--- src/rtl/led_pkg.sv ---
`default_nettype none
// ----------------------------------------------------------------------------
// led_pkg: mode and FSM state encodings shared by the LED sequencer files
// Rev 1.0
// ----------------------------------------------------------------------------
package led_pkg;

  typedef enum logic [1:0] {
    MODE_OFF    = 2'd0,
    MODE_BLINK  = 2'd1,
    MODE_CHASE  = 2'd2,
    MODE_BOUNCE = 2'd3
  } mode_e;

  typedef enum logic [1:0] {
    ST_IDLE    = 2'd0,
    ST_RUN     = 2'd1,
    ST_ACKWAIT = 2'd2
  } state_e;

endpackage
`default_nettype wire

--- src/rtl/led_sequencer_tick_gen.sv ---
`default_nettype none
// ----------------------------------------------------------------------------
// tick_gen: prescaler producing a one-cycle tick every TICK_DIV enabled clocks
// Rev 1.0
// ----------------------------------------------------------------------------
module tick_gen #(
  parameter int unsigned TICK_BITS = 24,
  parameter int unsigned TICK_DIV  = 8_000_000
) (
  input  logic clk,
  input  logic rst,
  input  logic enable,
  input  logic clear,
  output logic tick
);

  localparam logic [TICK_BITS-1:0] C_LAST = TICK_BITS'(TICK_DIV - 1);

  logic [TICK_BITS-1:0] cnt_q;

  // Gating with enable means a tick that coincides with enable low is simply lost.
  assign tick = enable && !clear && (cnt_q == C_LAST);

  always_ff @(posedge clk or negedge rst) begin
    if (!rst) begin
      cnt_q <= '0;
    end else if (clear) begin
      cnt_q <= '0;
    end else if (enable) begin
      cnt_q <= tick ? '0 : cnt_q + TICK_BITS'(1);
    end
  end

endmodule
`default_nettype wire

--- src/rtl/led_sequencer.sv ---
`default_nettype none
// ----------------------------------------------------------------------------
// led_sequencer: off/blink/chase/bounce LED pattern stepper, modes loaded at step boundaries
// Rev 1.0
// ----------------------------------------------------------------------------
module led_sequencer
  import led_pkg::*;
#(
  parameter int unsigned N_LEDS    = 8,
  parameter int unsigned TICK_BITS = 24,
  parameter int unsigned TICK_DIV  = 8_000_000,
  parameter int unsigned STEP_BITS = 4
) (
  input  logic                 clk,
  input  logic                 rst,
  input  logic                 enable,
  input  logic [1:0]           mode,
  input  logic                 mode_req,
  output logic                 mode_ack,
  input  logic [STEP_BITS-1:0] steps,
  output logic [N_LEDS-1:0]    leds,
  output logic                 step_pulse,
  output logic                 busy
);

  state_e               state_q, ret_q;
  mode_e                mode_q;
  logic                 dir_q;
  logic [N_LEDS-1:0]    leds_q;
  logic                 ack_q, pulse_q, busy_q;
  logic [STEP_BITS-1:0] step_cnt_q, steps_q;

  logic                 w_tick, w_run, w_boundary;
  logic [STEP_BITS:0]   w_steps_eff, w_cnt_inc;
  mode_e                w_req_mode;
  state_e               w_load_ret;
  logic [N_LEDS-1:0]    w_load_leds, w_adv, w_bounce_next;
  logic                 w_bounce_dir;

  assign w_req_mode  = mode_e'(mode);
  assign w_run       = (state_q == ST_RUN) || ((state_q == ST_ACKWAIT) && (ret_q == ST_RUN));
  assign w_steps_eff = (steps_q == '0) ? (STEP_BITS+1)'(1) : {1'b0, steps_q};
  assign w_cnt_inc   = {1'b0, step_cnt_q} + (STEP_BITS+1)'(1);
  assign w_boundary  = w_run && w_tick && (w_cnt_inc >= w_steps_eff);

  assign w_load_ret  = (w_req_mode == MODE_OFF) ? ST_IDLE : ST_RUN;
  assign w_load_leds = (w_req_mode == MODE_OFF)   ? '0 :
                       (w_req_mode == MODE_BLINK) ? '1 : N_LEDS'(1);

  tick_gen #(
    .TICK_BITS (TICK_BITS),
    .TICK_DIV  (TICK_DIV)
  ) u_tick_gen (
    .clk    (clk),
    .rst    (rst),
    .enable (enable && w_run),
    .clear  (state_q == ST_IDLE),
    .tick   (w_tick)
  );

  generate
    if (N_LEDS == 1) begin : g_bounce_single
      assign w_bounce_next = leds_q;
      assign w_bounce_dir  = 1'b1;
    end else begin : g_bounce_multi
      // Direction flips on the step that lands on an end LED, not the one after.
      always_comb begin
        w_bounce_next = dir_q ? (leds_q << 1) : (leds_q >> 1);
        w_bounce_dir  = dir_q;
        if (dir_q && w_bounce_next[N_LEDS-1]) begin
          w_bounce_dir = 1'b0;
        end else if (!dir_q && w_bounce_next[0]) begin
          w_bounce_dir = 1'b1;
        end
      end
    end
  endgenerate

  always_comb begin
    w_adv = leds_q;
    case (mode_q)
      MODE_BLINK:  w_adv = ~leds_q;
      MODE_CHASE:  w_adv = (leds_q << 1) | (leds_q >> (N_LEDS - 1));
      MODE_BOUNCE: w_adv = w_bounce_next;
      default:     w_adv = leds_q;
    endcase
  end

  always_ff @(posedge clk or negedge rst) begin
    if (!rst) begin
      state_q    <= ST_IDLE;
      ret_q      <= ST_IDLE;
      mode_q     <= MODE_OFF;
      dir_q      <= 1'b1;
      leds_q     <= '0;
      ack_q      <= 1'b0;
      pulse_q    <= 1'b0;
      busy_q     <= 1'b0;
      step_cnt_q <= '0;
      steps_q    <= '0;
    end else begin
      pulse_q <= 1'b0;

      if ((state_q == ST_IDLE) || w_boundary) begin
        step_cnt_q <= '0;
        steps_q    <= steps;
      end else if (w_run && w_tick) begin
        step_cnt_q <= w_cnt_inc[STEP_BITS-1:0];
      end

      case (state_q)
        ST_IDLE: begin
          leds_q <= '0;
          if (mode_req) begin
            leds_q  <= w_load_leds;
            mode_q  <= w_req_mode;
            dir_q   <= 1'b1;
            ret_q   <= w_load_ret;
            pulse_q <= (w_req_mode != MODE_OFF);
            ack_q   <= 1'b1;
            state_q <= ST_ACKWAIT;
          end
        end
        ST_RUN: begin
          if (w_boundary) begin
            pulse_q <= 1'b1;
            if (mode_req) begin
              leds_q  <= w_load_leds;
              mode_q  <= w_req_mode;
              dir_q   <= 1'b1;
              ret_q   <= w_load_ret;
              ack_q   <= 1'b1;
              busy_q  <= 1'b0;
              state_q <= ST_ACKWAIT;
            end else begin
              leds_q <= w_adv;
              if (mode_q == MODE_BOUNCE) dir_q <= w_bounce_dir;
            end
          end
        end
        ST_ACKWAIT: begin
          if (w_boundary) begin
            pulse_q <= 1'b1;
            leds_q  <= w_adv;
            if (mode_q == MODE_BOUNCE) dir_q <= w_bounce_dir;
          end
          if (!mode_req) begin
            ack_q   <= 1'b0;
            state_q <= ret_q;
            busy_q  <= (ret_q == ST_RUN);
          end
        end
        default: state_q <= ST_IDLE;
      endcase
    end
  end

  assign leds       = leds_q;
  assign mode_ack   = ack_q;
  assign step_pulse = pulse_q;
  assign busy       = busy_q;

endmodule
`default_nettype wire

--- config.mk ---
export PLATFORM = sky130hd
export DESIGN_NAME = led_sequencer
export DESIGN_NICKNAME = d
export VERILOG_FILES = /design/src/rtl/led_pkg.sv /design/src/rtl/led_sequencer_tick_gen.sv /design/src/rtl/led_sequencer.sv
export SDC_FILE = /design/constraint.sdc
export NUM_CORES = 1
export LEC_CHECK = 0
export CAP_MARGIN = 0
export CORE_MARGIN = 4
export CORE_UTILIZATION = 55
export CTS_CLUSTER_DIAMETER = 200
export CTS_CLUSTER_SIZE = 24
export DETAILED_ROUTE_END_ITERATION = 10
export PLACE_DENSITY = 0.75
export SLEW_MARGIN = 40
export SYNTH_ARGS = -nofsm -noshare
export SYNTH_HDL_FRONTEND = slang
export SYNTH_SLANG_ARGS = --single-unit
export TNS_END_PERCENT = 50
--- constraint.sdc ---
create_clock -name clk -period 7.81 [get_ports clk]
set_input_delay 1.1715 -clock clk [delete_from_list [all_inputs] [get_ports clk]]
set_output_delay 1.1715 -clock clk [all_outputs]
set_load 0.005 [all_outputs]
Word level (Yosys, flattened, before mapping). Index checks and enable logic that the tools add are counted.

Bits in registers: 50. Input bits: 10. Output and inout bits: 11. Word-level logic and storage cells: 102.

Add/subtract/negate cells: 2. Order comparisons: 1. Equality and inequality tests: 13. Multiplexer cells: 45. Bitwise logic cells: 2. Reduce and logical (&&, ||, !) cells: 28.

Operator list (number): $mux W24 (3); $mux W8 (7); $pmux W8 S3 (2); $add A24 B1 Y24 const B (1); $eq A24 B23 Y1 const B (1); $mux W1 (16); $mux W2 (7); $mux W4 (3); $ne A2 B2 Y1 const B (5); $reduce_bool A2 Y1 (5); $eq A2 B1 Y1 const B (4); $logic_and A1 B1 Y1 (8); $not A8 Y8 (1); $or A8 B1 Y8 (1); $pmux W2 S2 (2); $reduce_and A4 Y1 (2); $eq A2 B2 Y1 const B (3); $pmux W1 S3 (2); $pmux W2 S3 (1); $reduce_and A3 Y1 (2); $add A4 B1 Y5 const B (1); $ge A5 B4 Y1 (1); $logic_not A2 Y1 (2); $logic_not A4 Y1 (1); 6 further kinds (10).

Longest topological paths before layout. Gate-level depths: netlist of run 1.

Word-level depth: 10. Depth in mapped cells: 9. Gate-level depth less buffers: 8.

Hierarchy. Synthesis of run 1 repeated with hierarchy kept, for this count alone.

Cell total of the unflattened synthesis: 356. Area, all modules: 3295.7 um^2.

Modules (own cells, without submodules): led_sequencer (instances 1, cells an instance 192, area an instance 1838.0 um^2, seq. area each 626.9 um^2); tick_gen (instances 1, cells an instance 164, area an instance 1457.6 um^2, seq. area each 600.6 um^2).

Worst setup path after synthesis of run 1. Ideal clock, no wire load.

Kind: reg-to-reg. Start point: register state_q[0]. End point: register leds_q[0] (netlist: leds[0]). Setup time: 0.125 ns. Arrival: 2.502 ns. Required time: 7.685 ns. Setup slack: 5.183 ns. Stages on the path, launching flop included: 10. Path buffers: 2. Period minus slack after synthesis: 2.627 ns. Path through: dfrtp_1 -> inv_1 -> ha_1 -> clkbuf_1 -> or3b_1 -> or4_1 -> nor4_4 -> a31o_1 -> buf_6 -> mux2_4.

Cells in the longest elaborated chain, start to end: 10. Elaborated cells between the ends (all ways): 16. Those cells by class: eq/ne (4); mux (1); reduce/logical (11).

Ends and longest elaborated chain: start, declared (line led_sequencer.sv:26) `state_e state_q, ret_q;`; start signal, assigned (line led_sequencer.sv:149) `state_q <= ret_q;`; $eq A2 B2 Y1 (line led_sequencer.sv:41, led_sequencer.sv:111); $logic_and A1 B1 Y1 (line led_sequencer.sv:41) `assign w_run = (state_q == ST_RUN) || ((state_q == ST_ACKWAIT) && (ret_q == ST_RUN));`; $logic_or A1 B1 Y1 (line led_sequencer.sv:41); $logic_and A1 B1 Y1 (line led_sequencer.sv:56) `.enable (enable && w_run),`; $logic_and A1 B1 Y1 (2 in a row) (line led_sequencer_tick_gen.sv:22) `assign tick = enable && !clear && (cnt_q == C_LAST);`; $logic_and A1 B1 Y1 (2 in a row) (line led_sequencer.sv:44) `assign w_boundary = w_run && w_tick && (w_cnt_inc >= w_steps_eff);`; $ne A2 B2 Y1 (no line); $reduce_and A3 Y1 (no line); end signal, assigned (line led_sequencer.sv:115) `leds_q <= w_load_leds;`; end signal, assigned (line led_sequencer.sv:128) `leds_q <= w_load_leds;`; end signal, assigned (line led_sequencer.sv:136) `leds_q <= w_adv;`; end, declared (line led_sequencer.sv:29) `logic [N_LEDS-1:0] leds_q;`.

Parallel ways exist; a longest one is shown, timed or not. A chain may end at the register's enable or synchronous reset.

Final worst setup path of run 1.
Start point: register state_q[1]. End point: register leds_q[0] (netlist: leds[0]).

Same word-level chain as after synthesis.

==> run_results.csv, run 1 <==
group,metric,value,unit
pwr,pwr_density_cell,292,mW/mm^2
detailed_routing,routedWlPerCell,16.1,um
grt,antenna_found_initial,0,
worst_setup_path,path_class,"reg2reg",
synth,syn-num-nets,366,
die,core-area,0.00551,mm^2
grt,grt_max_degree,50,
detailed_routing,drt_iter0_drc,162,
detailed_routing,drtAntennaViolNets,0,
clock_network,cts_tree,"built",
run_status,status,"finished clean",
clock_network,post_cts_buffers,0,
die,ioPinCount,21,
sta,tns,0,ps
worst_setup_path,ff2ff_setup_slack,4590,ps
grt,grt_usage,0.208,
min_path,holdCritPathClass,"reg2reg",
pwr,ir_worst_vdd,0.000174,V
clock_network,hold_buffers,0,
layout,nets,378,
placed_design,port_buffers,20,
detailed_routing,viasPerCell,6.12,
sta,finalHoldViolations,0,
synth,async_flop_share,1.00,
detailed_routing,drc_errors,0,
grt,grt_overflow,0,
synth,synth_top_flop_cell,"dfrtp_1",
sta,drv_slew,0,
synth,syn_area,0.00314,mm^2
layout,multi_input_area,0.00178,mm^2
run,maxCapViolCount,0,
clock_network,post_cts_resize_count,0,
pwr,p_leak,1.41,nW
layout,syn_to_final_growth,9.89,%
detailed_routing,route.met2.wl,3.25,mm
detailed_routing,via_count,2631,
sta,period_share,0.412,
synth,synth.ff_latch_count,49,
clock_network,cts_root_buf,"clkbuf_8",
sta,setup_viol,0,
detailed_routing,first_pass_iters,4,
sta,whs,513,ps
sta,period_needed,3220,ps
worst_setup_path,cp_slowest_cell,"a31o_1",
worst_setup_path,crit_fanout,18,
layout,n_fill_cell,463,
worst_setup_path,reg2reg_to,"leds[0]",
layout,num_antenna_cells,0,
synth,synth-edff-count,0,
clock_network,cts_made_buffers,5,
grt,grt_pass1_wl,12.1,mm
synth,synth_seq_area_share,0.391,
worst_setup_path,critical_path.max_stage_delay,530,ps
grt,grt_pass1_vias,2555,
layout,regArea,0.00123,mm^2
clock_network,clock_latency,310,ps
clock_network,cts_sinks,49,
detailed_routing,m1WireLength,3.29,mm
worst_setup_path,r2r_cells,7,
sta,slew_headroom,0.529,
placed_design,dp_hpwl,4.80,mm
die,core.rowCount,27,
worst_setup_path,cp_cell_sequence,"inv_1, ha_1, or3b_1, or4_1, nor4_4, a31o_1, mux2_4",
die,die_w,83.5,um
synth,ys_types,52,
clock_network,clockBufferDepth,2,
clock_network,clk_pin_slew,100,ps
layout,layout-drive-gt1-share,0.0642,
min_path,hp-start,"steps_q[3]",
synth,syn_inst,345,
placed_design,place.gp.congestion,0.865,
worst_setup_path,arrival,3410,ps
die,start_util,0.570,
synth,ys_warn_count,0,
worst_setup_path,crit_path_start_kind,"register",
detailed_routing,wl_met3,261,um
detailed_routing,top_layer,"met4",
synth,synth.avg_cell_area,9.10,um^2
detailed_routing,totalWireLength,6.91,mm
die,dieArea,0.00698,mm^2
clock_network,htree_levels,2,
min_path,whs_path_depth,1,
min_path,min_to,"steps_q[3]",
sta,rsz0062_at_grt,"no",
worst_setup_path,cp-end-kind,"register",
worst_setup_path,required,8000,ps
worst_setup_path,r2r_start,"state_q[1]",
sta,fmaxAchievable,0.311,GHz
sta,fin_worst_skew,12.3,ps
die,chipHeight,83.5,um
sta,tightest_slew,701,ps
[cell usage after synthesis (all sizes together), types with 10 or more instances]
cell type / count / area, um^2
or3: 10 / 62.6
nor2: 24 / 90.1
nand2: 22 / 82.6
mux2: 10 / 124
nand4: 13 / 81.3
xor2: 13 / 114
a21oi: 28 / 140
nand3: 12 / 60.1
dfrtp: 48 / 1200
inv: 18 / 67.6
o21ai: 23 / 115
xnor2: 10 / 87.6
ha: 11 / 138
mux2i: 13 / 130
[cell type report]
type,instances,area share
multi-input combinational,263,0.515
sequential,49,0.356
timing repair buffer,20,0.0573
clock buffer,8,0.0261
tap,72,0.0261
inverter,18,0.0196
[per-stage QoR]
step / total power, mW / setup WS [ps] / cells / utilization / cell area (um^2)
3_3_place_gp: 0.837 / 4490 / 422 / 0.609 / 3360
5_1_grt: 1.09 / 4380 / 430 / 0.626 / 3450
6_report: 1.01 / 4590 / 430 / 0.626 / 3450
4_1_cts: 1.01 / 4620 / 430 / 0.626 / 3450
2_1_floorplan: 0.730 / 5180 / 345 / - / 3140
3_5_place_dp: 0.850 / 4450 / 422 / 0.610 / 3360
[worst max-delay path: cells and delay by family, from the launching register on]
kind | cells | cell delay, ps
AO/OA/AOI/OAI | 1 | 530
adder cells (fa/ha/maj) | 1 | 420
multiplexers | 1 | 340
buffers and inverters | 1 | 110
AND/OR/NAND/NOR | 3 | 1250
flip-flops | 1 | 440
[placed cells by master (no fill, tap or decap), types with 2 or more instances in the layout]
master	n
nor3_1	5
a31oi_1	4
clkbuf_8	6
nand3_1	12
and2_1	3
and3_1	4
o31a_1	3
nor4_1	8
nor2_1	24
a41oi_1	2
a211o_1	2
dfrtp_1	48
or3_1	10
nand2_1	22
a21oi_1	28
o21ai_0	23
clkdlybuf4s50_1	19
inv_1	18
clkbuf_1	2
nand2b_1	4
xnor2_1	10
mux2i_1	13
o31ai_1	4
ha_1	11
or2_2	2
mux2_2	7
a21o_1	2
and4_1	2
nor2b_1	2
o211ai_1	3
or4_1	5
nand4_1	13
a211oi_1	3
o21bai_1	2
xor2_1	13
mux2_4	3
[kinds of logic after synthesis]
family	Yosys count	synth area share
AND/OR/NAND/NOR	121	0.211
AO/OA/AOI/OAI	85	0.166
flip-flops	49	0.391
buffers and inverters	33	0.0431
XOR/XNOR	23	0.0642
multiplexers	23	0.0809
adder cells (fa/ha/maj)	11	0.0439
[worst max path at each step]
stage,depth (start not counted),slack (ps),endpoint,startpoint
finish,7,4590,leds[0],state_q[1]
global route,7,4380,mode_q[1],state_q[1]
CTS,7,4620,leds[0],state_q[1]
detailed placement,5,4450,leds[0],enable
global placement,5,4490,leds[1],enable
floorplan,9,5180,leds[0],state_q[0]
[flip-flops by register name, indices dropped and copies added, names as in the netlist]
name / count
leds: 8
state_q: 2
u_tick_gen.cnt_q: 24
step_cnt_q: 4
steps_q: 4
ret_q: 1
busy: 1
mode_q: 2
dir_q: 1
step_pulse: 1
mode_ack: 1
[metal layers]
layer  global-route usage  vias up
met5                    0        -
met4               0.0716        0
met3               0.0405       10
met2                0.325       51
met1                0.291     1284
li1                     -     1286
[where the power goes]
group          total, mW  internal (mW)  leakage (nW)  switching [mW]
Clock              0.158         0.0725        0.0455          0.0857
Sequential         0.367          0.301         0.647          0.0654
Combinational      0.480          0.217         0.718           0.263
Total               1.01          0.591          1.41           0.414
Note: power is estimated with default switching activity, not from simulation.
==> run 2, diff against run 1 <==
Clock period 7.81 ns to 3.2 ns, I/O delays scaled along.
==> run 2 against run 1 <==
Combinational power rose to 2.5 times the previous value. Largest power group unchanged. Cell area up 1.6%. Clock-buffer cell count is 2 lower. Critical path type unchanged. Core utilization is 1.0 points higher. Via count decreased by 0.87%. Clock skew fell by 2.6 ps.
==> run_results.csv, run 2 (synthesis gave the netlist of run 1 again) <==
group,metric,value,unit
grt,antenna_found_initial,0,
sta,period_needed,2790,ps
sta,period_share,0.872,
grt,grt_max_degree,50,
sta,setup_viol,0,
sta,drv_slew,0,
detailed_routing,via_count,2608,
sta,setup_slack,409,ps
worst_setup_path,ff2ff_setup_slack,410,ps
detailed_routing,drtAntennaViolNets,0,
detailed_routing,first_pass_iters,4,
layout,layout-drive-gt1-share,0.0879,
pwr,swShare,0.412,
sta,finalHoldViolations,0,
layout,syn_to_final_growth,11.6,%
clock_network,cts_made_buffers,5,
layout,top_register,"u_tick_gen.cnt_q",
clock_network,htree_levels,2,
grt,grt_pass1_vias,2580,
worst_setup_path,required,3430,ps
run_status,status,"finished clean",
worst_setup_path,reg2reg_to,"leds[2]",
run,maxCapViolCount,0,
worst_setup_path,r2r_start,"step_cnt_q[0]",
detailed_routing,top_layer,"met4",
placed_design,dp_slack,346,ps
layout,final_cell_mix,"dfrtp_1, a21oi_1, nor2_1",
layout,largest_register_ffs,24,
pwr,clockPowerShare,0.156,
pwr,power_switching,1.03,mW
sta,whs,185,ps
layout,n_fill_cell,473,
clock_network,hold_buffers,0,
worst_setup_path,path_class,"reg2reg",
layout,regArea,0.00123,mm^2
detailed_routing,routedWlPerCell,15.7,um
placed_design,dp_hpwl,4.92,mm
layout,final_cell_area,0.00350,mm^2
grt,grt_pass1_wl,12.3,mm
clock_network,clock_latency,310,ps
sta,fmaxAchievable,0.358,GHz
clock_network,cts_tree,"built",
worst_setup_path,crit_fanout,5,
die,chipHeight,83.5,um
pwr,pwr_density_cell,716,mW/mm^2
detailed_routing,drc_errors,0,
worst_setup_path,r2r_cells,8,
die,die_w,83.5,um
pwr,power_frac_seq,0.356,
pwr,intPower,1.47,mW
sta,rsz0062_at_grt,"no",
worst_setup_path,cp-end-kind,"register",
clock_network,clockBufferDepth,2,
detailed_routing,totalWireLength,6.84,mm
detailed_routing,drt_iter0_drc,178,
pwr,p_leak,1.45,nW
sta,slew_headroom,0.488,
layout,nets,384,
detailed_routing,route.met2.wl,3.23,mm
pwr,power_frac_comb,0.488,
layout,num_antenna_cells,0,
sta,tns,0,ps
die,start_util,0.570,
detailed_routing,m1WireLength,3.17,mm
clock_network,cts_root_buf,"clkbuf_8",
die,core-area,0.00551,mm^2
worst_setup_path,arrival,3020,ps
detailed_routing,viasPerCell,5.98,
sta,fin_worst_skew,9.67,ps
die,core.rowCount,27,
grt,grt_usage,0.211,
placed_design,placed_area,0.00340,mm^2
layout,fin_cells,436,
placed_design,place.gp.congestion,0.867,
placed_design,port_buffers,20,
sta,tightest_slew,760,ps
layout,final_common_cell,"dfrtp_1",
die,ioPinCount,21,
layout,multi_input_area,0.00178,mm^2
die,dieArea,0.00698,mm^2
clock_network,cts_sinks,49,
grt,grt_overflow,0,
worst_setup_path,crit_path_start_kind,"register",
detailed_routing,wl_met3,356,um
placed_design,dp.cells,428,
pwr,ir_worst_vdd,0.000432,V
pwr,total_power,2.51,mW
layout,fin_util,0.636,
clock_network,clk_pin_slew,100,ps
min_path,holdCritPathClass,"in2async",
[run 2: cell types whose count changed in the layout (fill, tap and decap cells not counted)]
cell	change
a21oi_2	+1
buf_4	+6
clkinv_4	+1
a21oi_1	-1
clkinv_2	+1
clkbuf_1	-2
[run 2: layer usage]
metal  track usage  up-vias
li1              -     1306
met1         0.292     1236
met2         0.335       58
met3        0.0484        8
met4        0.0541        0
met5             0        -
[run 2: worst max-delay path by stage]
stage	startpoint	to	cells after the start
global route	step_cnt_q[0]	steps_q[2]	7
global placement	step_cnt_q[0]	steps_q[0]	7
CTS	step_cnt_q[0]	steps_q[0]	7
finish	step_cnt_q[0]	leds[2]	8
floorplan	state_q[0]	leds[0]	9
detailed placement	step_cnt_q[0]	steps_q[0]	7
[run 2: timing repair]
item,4_1_cts,5_1_grt
setup buffers,0,0
gates resized for setup,0,1
setup endpoints to repair,0,4
[run 2: final cells by class]
type | instances | share of cell area
Inverter | 18 | 0.0193
Sequential cell | 49 | 0.350
Multi-Input combinational cell | 263 | 0.508
Tap cell | 72 | 0.0257
Clock buffer | 6 | 0.0236
Timing Repair Buffer | 26 | 0.0693
Clock inverter | 2 | 0.00393
[run 2: power by group through the flow]
stage / Sequential (mW) / Clock, mW / Combinational, mW
detailed placement: 0.904 / 0 / 1.21
finish: 0.892 / 0.391 / 1.22
global route: 0.921 / 0.428 / 1.36
CTS: 0.891 / 0.397 / 1.22
global placement: 0.901 / 0 / 1.19
floorplan: 0.833 / 0 / 0.948
[run 2: critical path: stages, from the launching register on]
cell	delay (ps)
dfrtp_1	430
ha_1	260
xor2_1	150
ha_1	290
o21ai_0	160
o21ai_0	650
a31o_1	380
buf_4	210
mux2i_1	180
